File: src/rtl/i2c_pkg.sv
// Shared types and constants for the I2C EEPROM master: FSM states, bus phases,
// control-byte fields and per-command symbol counts.
`timescale 1ns/1ps
package i2c_pkg;

   typedef enum logic [3:0] {
      IDLE,
      START,
      TX_BYTE,
      RX_ACK,
      RSTART,
      RX_BYTE,
      TX_NACK,
      STOP,
      DONE
   } state_t;

   typedef enum logic [1:0] {
      P0,
      P1,
      P2,
      P3
   } phase_t;

   localparam logic [3:0] DEV_TYPE_DEF = 4'b1010;

   localparam logic RW_WRITE = 1'b0;
   localparam logic RW_READ  = 1'b1;

   localparam int unsigned WR_SYMBOLS = 29;
   localparam int unsigned RD_SYMBOLS = 39;

   function automatic logic [7:0] ctrl_byte(input logic [3:0] dev_type,
                                            input logic [2:0] dev_sel,
                                            input logic       rw);
      return {dev_type, dev_sel, rw};
   endfunction

endpackage

File: src/rtl/i2c_phase_timer.sv
// Quarter-bit phase generator: CLK_DIV clk cycles per phase, four phases per symbol.
`timescale 1ns/1ps
module i2c_phase_timer
   import i2c_pkg::*;
#(
   parameter int unsigned CLK_DIV = 125
) (
   input  logic   clk,
   input  logic   reset,
   input  logic   clear,
   input  logic   enable,
   output logic   phase_tick,
   output phase_t phase,
   output logic   sample
);

   localparam int unsigned CW = $clog2(CLK_DIV);
   localparam logic [CW-1:0] DIV_LAST = CW'(CLK_DIV - 1);

   logic [CW-1:0] div_cnt;

   always_ff @(posedge clk) begin
      if (reset || clear) begin
         div_cnt <= '0;
         phase   <= P0;
      end else if (enable) begin
         if (div_cnt == DIV_LAST) begin
            div_cnt <= '0;
            phase   <= phase_t'(phase + 2'd1);
         end else begin
            div_cnt <= div_cnt + CW'(1);
         end
      end
   end

   assign phase_tick = enable && (div_cnt == DIV_LAST);
   // SDA is read at the very end of the SCL-high window
   assign sample     = phase_tick && (phase == P2);

endmodule

File: src/rtl/i2c_eeprom_master.sv
// Single-master I2C controller issuing byte-write and random-read transactions
// to an 8-bit-address serial EEPROM; open-drain pad enables, no clock stretching.
`timescale 1ns/1ps
module i2c_eeprom_master
   import i2c_pkg::*;
#(
   parameter int unsigned CLK_DIV  = 125,
   parameter logic [3:0]  DEV_TYPE = DEV_TYPE_DEF
) (
   input  logic       clk,
   input  logic       reset,
   input  logic       cmd_valid,
   output logic       cmd_ready,
   input  logic       cmd_read,
   input  logic [2:0] cmd_dev_sel,
   input  logic [7:0] cmd_addr,
   input  logic [7:0] cmd_wdata,
   output logic       rsp_valid,
   output logic       rsp_nack,
   output logic [7:0] rsp_rdata,
   output logic       scl_oe,
   output logic       sda_oe,
   input  logic       sda_in
);

   state_t     state, state_next;
   phase_t     phase;
   logic       phase_tick, sample, sym_end;
   logic       tmr_clear;
   logic       accept;

   logic       is_read;
   logic [2:0] dev_sel;
   logic [7:0] addr;
   logic [7:0] wdata;
   logic [7:0] tx_sh;
   logic [7:0] rx_sh;
   logic [2:0] bit_cnt;
   logic [1:0] byte_idx;
   logic       ack_nack;
   logic       sda_meta, sda_sync;

   assign tmr_clear = (state == IDLE) || (state == DONE);
   assign accept    = cmd_valid && cmd_ready;
   assign sym_end   = phase_tick && (phase == P3);

   i2c_phase_timer #(
      .CLK_DIV (CLK_DIV)
   ) u_timer (
      .clk        (clk),
      .reset      (reset),
      .clear      (tmr_clear),
      .enable     (!tmr_clear),
      .phase_tick (phase_tick),
      .phase      (phase),
      .sample     (sample)
   );

   always_ff @(posedge clk) begin
      if (reset) state <= IDLE;
      else       state <= state_next;
   end

   always_comb begin
      state_next = state;
      case (state)
         IDLE:    if (cmd_valid) state_next = START;
         START:   if (sym_end) state_next = TX_BYTE;
         TX_BYTE: if (sym_end && bit_cnt == 3'd7) state_next = RX_ACK;
         RX_ACK: begin
            if (sym_end) begin
               if (ack_nack) begin
                  state_next = STOP;
               end else begin
                  case (byte_idx)
                     2'd0:    state_next = TX_BYTE;
                     2'd1:    state_next = is_read ? RSTART : TX_BYTE;
                     2'd2:    state_next = is_read ? RX_BYTE : STOP;
                     default: state_next = STOP;
                  endcase
               end
            end
         end
         RSTART:  if (sym_end) state_next = TX_BYTE;
         RX_BYTE: if (sym_end && bit_cnt == 3'd7) state_next = TX_NACK;
         TX_NACK: if (sym_end) state_next = STOP;
         STOP:    if (sym_end) state_next = DONE;
         DONE:    state_next = cmd_valid ? START : IDLE;
         default: state_next = IDLE;
      endcase
   end

   always_comb begin
      scl_oe    = 1'b0;
      sda_oe    = 1'b0;
      cmd_ready = (state == IDLE) || (state == DONE);
      rsp_valid = (state == DONE);
      case (state)
         START, RSTART: begin
            // Repeated START must hold SCL low in P0; a first START leaves it released
            scl_oe = ((phase == P0) && (state == RSTART)) || (phase == P3);
            sda_oe = (phase == P2) || (phase == P3);
         end
         TX_BYTE: begin
            scl_oe = (phase == P0) || (phase == P3);
            sda_oe = ~tx_sh[7];
         end
         RX_ACK, RX_BYTE, TX_NACK: begin
            scl_oe = (phase == P0) || (phase == P3);
         end
         STOP: begin
            scl_oe = (phase == P0);
            sda_oe = (phase == P0) || (phase == P1);
         end
         default: ;
      endcase
   end

   always_ff @(posedge clk) begin
      if (reset) begin
         sda_meta  <= 1'b1;
         sda_sync  <= 1'b1;
         is_read   <= 1'b0;
         dev_sel   <= '0;
         addr      <= '0;
         wdata     <= '0;
         tx_sh     <= '0;
         rx_sh     <= '0;
         bit_cnt   <= '0;
         byte_idx  <= '0;
         ack_nack  <= 1'b0;
         rsp_nack  <= 1'b0;
         rsp_rdata <= '0;
      end else begin
         sda_meta <= sda_in;
         sda_sync <= sda_meta;

         if (accept) begin
            is_read  <= cmd_read;
            dev_sel  <= cmd_dev_sel;
            addr     <= cmd_addr;
            wdata    <= cmd_wdata;
            tx_sh    <= ctrl_byte(DEV_TYPE, cmd_dev_sel, RW_WRITE);
            rx_sh    <= '0;
            bit_cnt  <= '0;
            byte_idx <= '0;
            ack_nack <= 1'b0;
         end

         if (sample && state == RX_ACK) ack_nack <= sda_sync;
         if (sample && state == RX_BYTE) rx_sh <= {rx_sh[6:0], sda_sync};

         if (sym_end) begin
            case (state)
               TX_BYTE: begin
                  bit_cnt <= bit_cnt + 3'd1;
                  tx_sh   <= {tx_sh[6:0], 1'b0};
               end
               RX_BYTE: bit_cnt <= bit_cnt + 3'd1;
               RX_ACK: begin
                  byte_idx <= byte_idx + 2'd1;
                  // The read control byte is queued here; RSTART leaves tx_sh untouched
                  case (byte_idx)
                     2'd0:    tx_sh <= addr;
                     2'd1:    tx_sh <= is_read ? ctrl_byte(DEV_TYPE, dev_sel, RW_READ) : wdata;
                     default: ;
                  endcase
               end
               STOP: begin
                  rsp_nack  <= ack_nack;
                  rsp_rdata <= (is_read && !ack_nack) ? rx_sh : '0;
               end
               default: ;
            endcase
         end
      end
   end

endmodule

File: config.mk
export PLATFORM = sky130hd
export DESIGN_NAME = i2c_eeprom_master
export DESIGN_NICKNAME = d
export VERILOG_FILES = /design/src/rtl/i2c_pkg.sv /design/src/rtl/i2c_phase_timer.sv /design/src/rtl/i2c_eeprom_master.sv
export SDC_FILE = /design/constraint.sdc
export NUM_CORES = 1
export LEC_CHECK = 0
export BUFFER_PORTS_ARGS = -buffer_cell sky130_fd_sc_hd__buf_4
export CORE_MARGIN = 4
export CORE_UTILIZATION = 50
export CTS_CLUSTER_SIZE = 30
export DETAILED_ROUTE_END_ITERATION = 12
export PLACE_DENSITY = 0.75
export SLEW_MARGIN = 0
export SYNTH_ARGS = -nofsm -noshare
export SYNTH_HDL_FRONTEND = slang
export SYNTH_SLANG_ARGS = --single-unit
export TNS_END_PERCENT = 20
File: constraint.sdc
create_clock -name clk -period 3 [get_ports clk]
set_input_delay 0.75 -clock clk [delete_from_list [all_inputs] [get_ports clk]]
set_output_delay 0.75 -clock clk [all_outputs]
set_load 0.02 [all_outputs]
# Word level (Yosys, flattened, before mapping)
# Cells that the tools add are included.
dict set report word_totals {
  register_bits 66
  input_bits 24
  output_inout_bits 13
  word_cells 104
}
dict set report classes {
  addsub 4
  n_eq_ne 22
  mux 32
  n_bitwise 2
  n_reduce_logical 28
}
# cell count
set ops {}
lappend ops {{8-bit 2-to-1 mux} 6}
lappend ops {{4-bit case mux with 8 select lines} 1}
lappend ops {{8-bit case mux with 2 select lines} 2}
lappend ops {{4-bit 2-to-1 mux} 7}
lappend ops {{4-bit by 3-bit equality test with 1-bit output, second input constant} 4}
lappend ops {{3-bit 2-to-1 mux} 5}
lappend ops {{2-bit != test, second input constant} 6}
lappend ops {{1-bit logical AND} 9}
lappend ops {{3-bit case mux with 3 select lines} 1}
lappend ops {{4-bit by 2-bit equality test with 1-bit output, second input constant} 2}
lappend ops {{2-bit 2-to-1 mux} 4}
lappend ops {{7-bit by 1-bit adder with 7-bit output, second input constant} 1}
lappend ops {{7-bit equality test, second input constant} 1}
lappend ops {{7-bit 2-to-1 mux} 1}
lappend ops {{7-bit AND reduction} 1}
lappend ops {{2-bit equality test, second input constant} 3}
lappend ops {{1-bit logical OR} 6}
lappend ops {{1-bit case mux with 3 select lines} 2}
lappend ops {{2-bit by 1-bit adder with 2-bit output, second input constant} 2}
lappend ops {{2-bit by 1-bit equality test with 1-bit output, second input constant} 2}
lappend ops {{4-bit by 1-bit equality test with 1-bit output, second input constant} 1}
lappend ops {{4-bit equality test, second input constant} 1}
lappend ops {{2-bit zero test} 2}
lappend ops {{4-bit zero test} 1}
lappend ops {{10 further kinds} 17}

# Depth between registers and ports, before layout
dict set report logic_depth {
  ltp_word 8
  depth_mapped 9
  depth_no_buf 7
}

# Hierarchy
# From an unflattened synthesis, not the netlist that was laid out.
dict set report unflattened {
  hier_cells 396
  hier_area_um2 3241.9
}
# mod instances cells_each area_each_um2 seq_area_each_um2
set by_module_without_submodules {}
lappend by_module_without_submodules {i2c_eeprom_master 1 339 2741.4 1141.1}
lappend by_module_without_submodules {i2c_phase_timer 1 57 500.5 180.2}

# Least setup slack after synthesis
# No wires, ideal clock.
dict set report synth_timing {
  path_type {reg2out}
  startpoint {register state[0]}
  endpoint {output port sda_oe}
  arrival_ps 1438
  t_required_ps 2250
  path_slack_ps 812
  path_stages_with_launch 5
  path_buffers 1
  path_cell_list {dfxtp_1 -> clkbuf_1 -> o211ai_1 -> o311a_1 -> nor3_1}
}
dict set report synth_between {
  elab_chain_cells 3
  word_cells_on_any_way 6
  cone_classes {eq/ne (4); mux (1); reduce/logical (1)}
}
# item line_no
set synth_rtl {}
lappend synth_rtl {{start: declaration} i2c_eeprom_master.sv:26} ;# state_t state, state_next;
lappend synth_rtl {{start signal: assignment} i2c_eeprom_master.sv:61} ;# else state <= state_next;
lappend synth_rtl {{4-bit by 3-bit equality test with 1-bit output or 4-bit by 1-bit equality test with 1-bit output (tied branches)} i2c_eeprom_master.sv:98} ;# case (state)
lappend synth_rtl {{2-bit OR reduction (no line)} n/a}
lappend synth_rtl {{1-bit case mux with 3 select lines (*)} i2c_eeprom_master.sv:98}
lappend synth_rtl {{end: declaration} i2c_eeprom_master.sv:22} ;# output logic sda_oe,
# Every way passes the cells marked *; elsewhere a longest branch is shown, timed or not.

# Worst setup path in the final report
dict set report layout_timing {
  startpoint {register u_timer.phase[0]}
  endpoint {output port sda_oe}
}
dict set report layout_between {
  elab_chain_cells 3
  word_cells_on_any_way 7
  cone_classes {eq/ne (3); mux (1); reduce/logical (3)}
}
# item line_no
set layout_rtl {}
lappend layout_rtl {{start: declaration} i2c_phase_timer.sv:13} ;# output phase_t phase,
lappend layout_rtl {{start signal: assignment} i2c_phase_timer.sv:29} ;# phase <= phase_t'(phase + 2'd1);
lappend layout_rtl {{2-bit by 1-bit equality test with 1-bit output, or another cell as far along} i2c_eeprom_master.sv:113} ;# sda_oe = (phase == P0) || (phase == P1);
lappend layout_rtl {{1-bit logical OR (on tied branches)} {i2c_eeprom_master.sv:113, i2c_eeprom_master.sv:102}}
lappend layout_rtl {{1-bit case mux with 3 select lines (*)} i2c_eeprom_master.sv:98}
# Marked as above.

==> results.toml <==
[detailed_routing]
drc_errors = 0
drtIter0Drc = 148
final_antenna_net_count = 0
routedWlPerCell_um = 13.9
viasPerCell = 5.50
routed_wl_um = 6840
num_vias = 2710
first_pass_iters = 4

[sta]
fin_skew_ns = 0.00738
worstMarginPinSlew_ns = 0.703
final_hold_viol_count = 0
hold_ws_ns = 0.445
maxSlewViolCount = 0
post-route-period-util = 0.867
setup_viol = 0
max_freq_mhz = 384
setup_ws_ns = 0.398
min_period_ns = 2.60
finalSetupTns_ns = 0
rsz0062_at_grt = "no"
slew_headroom = 0.530

[cts]
post-cts-setup-buffer-count = 0
numCtsBuffers = 9
cts.clk_slew.worst_paths_ns = 0.07
h-tree-depth = 3
cts_tree = "yes"
clock_latency_ns = 0.35
holdBufCountCts = 0
clock_sinks = 66
ctsResizeCount = 0
clockRootBuffer = "clkbuf_8"
cts.path.max_buffers = 2

[critical_path]
cp_slowest_stage_delay_ns = 0.41
critPathCapture = "sda_oe"
cp_data_arrival_time_ns = 1.85
reg2reg_from = "state[2]"
rrSetupSlack_ns = 0.70
worst-setup-path-type = "reg2out"
r2r-end = "byte_idx[0]"
reg2reg_depth = 7
crit_fanout = 4
path_cells = "inv_1 > ha_1 > nor2_1 > nor2_1 > a221oi_1 > nor3_1 > buf_4"
end_kind = "output pin"
setup.worst_path.start_class = "flip-flop"
required_ns = 2.25
crit_top_cell = "nor2_1"
cpMaxStageDelayCell = "dfxtp_1"
critPathLaunch = "u_timer.phase[0]"

[layout]
diodes = 0
stdcell_count = 493
drive_above_1_share = 0.158
area_growth_pct = 13.7
utilization = 0.592
layout.nets = 449
final_common_cell = "nand2_1"
layout_common_cells = "nand2_1 (74), dfxtp_1 (66), a21oi_1 (44), buf_4 (40), nand3_1 (27)"
final_area_sq_um = 3550

[hold_path]
min-delay-path-class = "reg2reg"

[logic_synthesis]
synth_top_family_by_area = "simple AND/OR/NAND/NOR gates"
synth_compound_area_frac = 0.159
async_flop_share = 0
synth_area_sq_um = 3120
synth_warnings = 0
synth-xor-area-share = 0.0168
synth-simple-area-share = 0.263
ys_seq_area_frac = 0.423
synth_cell_types = 50
synth_mux_area_frac = 0.0333
synth_ff_type = "dfxtp_1"
synth_edf_count = 0
synthAdderAreaFrac = 0.0481
syn_inst = 391
synth.net_count = 427
avgSynthCellArea_sq_um = 7.98
synth_seq_cells = 66

[power_and_ir_drop]
ir_drop_uv = 387
powerDensity_nw_per_um2 = 644
leakagePower_nw = 1.39
p_total_mw = 2.28

[placement]
dp_hpwl_um = 4630
dp_cells = 477
dpl_cell_area_sq_um = 3380
port_buffers = 36
place_congestion = 0.870
place_ws_ns = 0.715

[die]
die_h_um = 87
ios = 37
row_count = 28
start_util = 0.521
core_sq_um = 5990
dieArea_sq_um = 7570
die_x_um = 87

[grt]
grt_pass1_vias = 2505
grt_first_pass_wirelength_um = 11700
grt_start_max_net_pins = 64
grt_overflow = 0
track_usage = 0.195
antenna_found_initial = 0

[outcome]
status = "completed"

[run]
cap_violations = 0
## cell type report
class | instances | area [sq um]
Multi-Input combinational cell | 286 | 1620
Tap cell | 75 | 93.8
Timing Repair Buffer | 40 | 300
Clock inverter | 6 | 32.5
Inverter | 10 | 37.5
Clock buffer | 10 | 138
Sequential cell | 66 | 1320
Fill cell | 550 | 2440
## state kept, by name, summed over array words and instances (netlist names)
name,count
rsp_rdata,8
byte_idx,2
wdata,8
dev_sel,3
u_timer.div_cnt,7
rx_sh,8
u_timer.phase,2
ack_nack,1
state,4
tx_sh,8
sda_meta,1
is_read,1
bit_cnt,3
sda_sync,1
addr,8
rsp_nack,1
## critical path: cells and delay by family (launching register included)
| kind | cells | cell delay (ns) |
|---|---|---|
| AND/OR/NAND/NOR | 3 | 0.27 |
| adder cells (fa/ha/maj) | 1 | 0.26 |
| AO/OA/AOI/OAI | 1 | 0.30 |
| buffers and inverters | 2 | 0.26 |
| flip-flops | 1 | 0.41 |
## cells in the mapped netlist (5+ instances only)
master     n  area share
nor3_1    10       0.016
nor2_1    23       0.028
clkbuf_1  19       0.023
inv_1      9       0.011
o21ai_0   11       0.018
and2_1     8       0.016
nand3_1   27       0.043
nand2b_1   5       0.010
o22ai_1    5       0.010
a21oi_1   44       0.071
nand2_1   74       0.089
ha_1      12       0.048
mux2i_1    7       0.022
dfxtp_1   66        0.42
buf_2      5      0.0080
a22oi_1    6       0.014
## worst min-delay path by stage
stage	from	to	slack [ns]	cells past startpoint
CTS	sda_meta	sda_sync	0.44	1
detailed placement	sda_meta	sda_sync	0.42	1
floorplan	sda_meta	sda_sync	0.39	1
global route	sda_meta	sda_sync	0.45	1
global placement	sda_meta	sda_sync	0.40	1
finish	sda_meta	sda_sync	0.45	1
## logic make-up after synthesis
family / after synthesis
compound gates: 84
xor+xnor: 6
mux: 10
fa+ha+maj: 12
buf+inv: 39
flops: 66
simple gates: 174
## routing by layer
metal | track usage | vias to the layer above | wire [um]
met5 | 0 | - | 0
met4 | 0.0524 | 0 | 89
met3 | 0.0634 | 9 | 337
met2 | 0.331 | 60 | 3370
met1 | 0.235 | 1254 | 3050
li1 | - | 1387 | -
## report_power, final
group          internal, mW  total [mW]  switching (mW)
Sequential            0.964        1.04          0.0769
Clock                 0.315       0.659           0.344
Combinational         0.230       0.585           0.355
No activity file was read; power rests on OpenSTA's default activity.
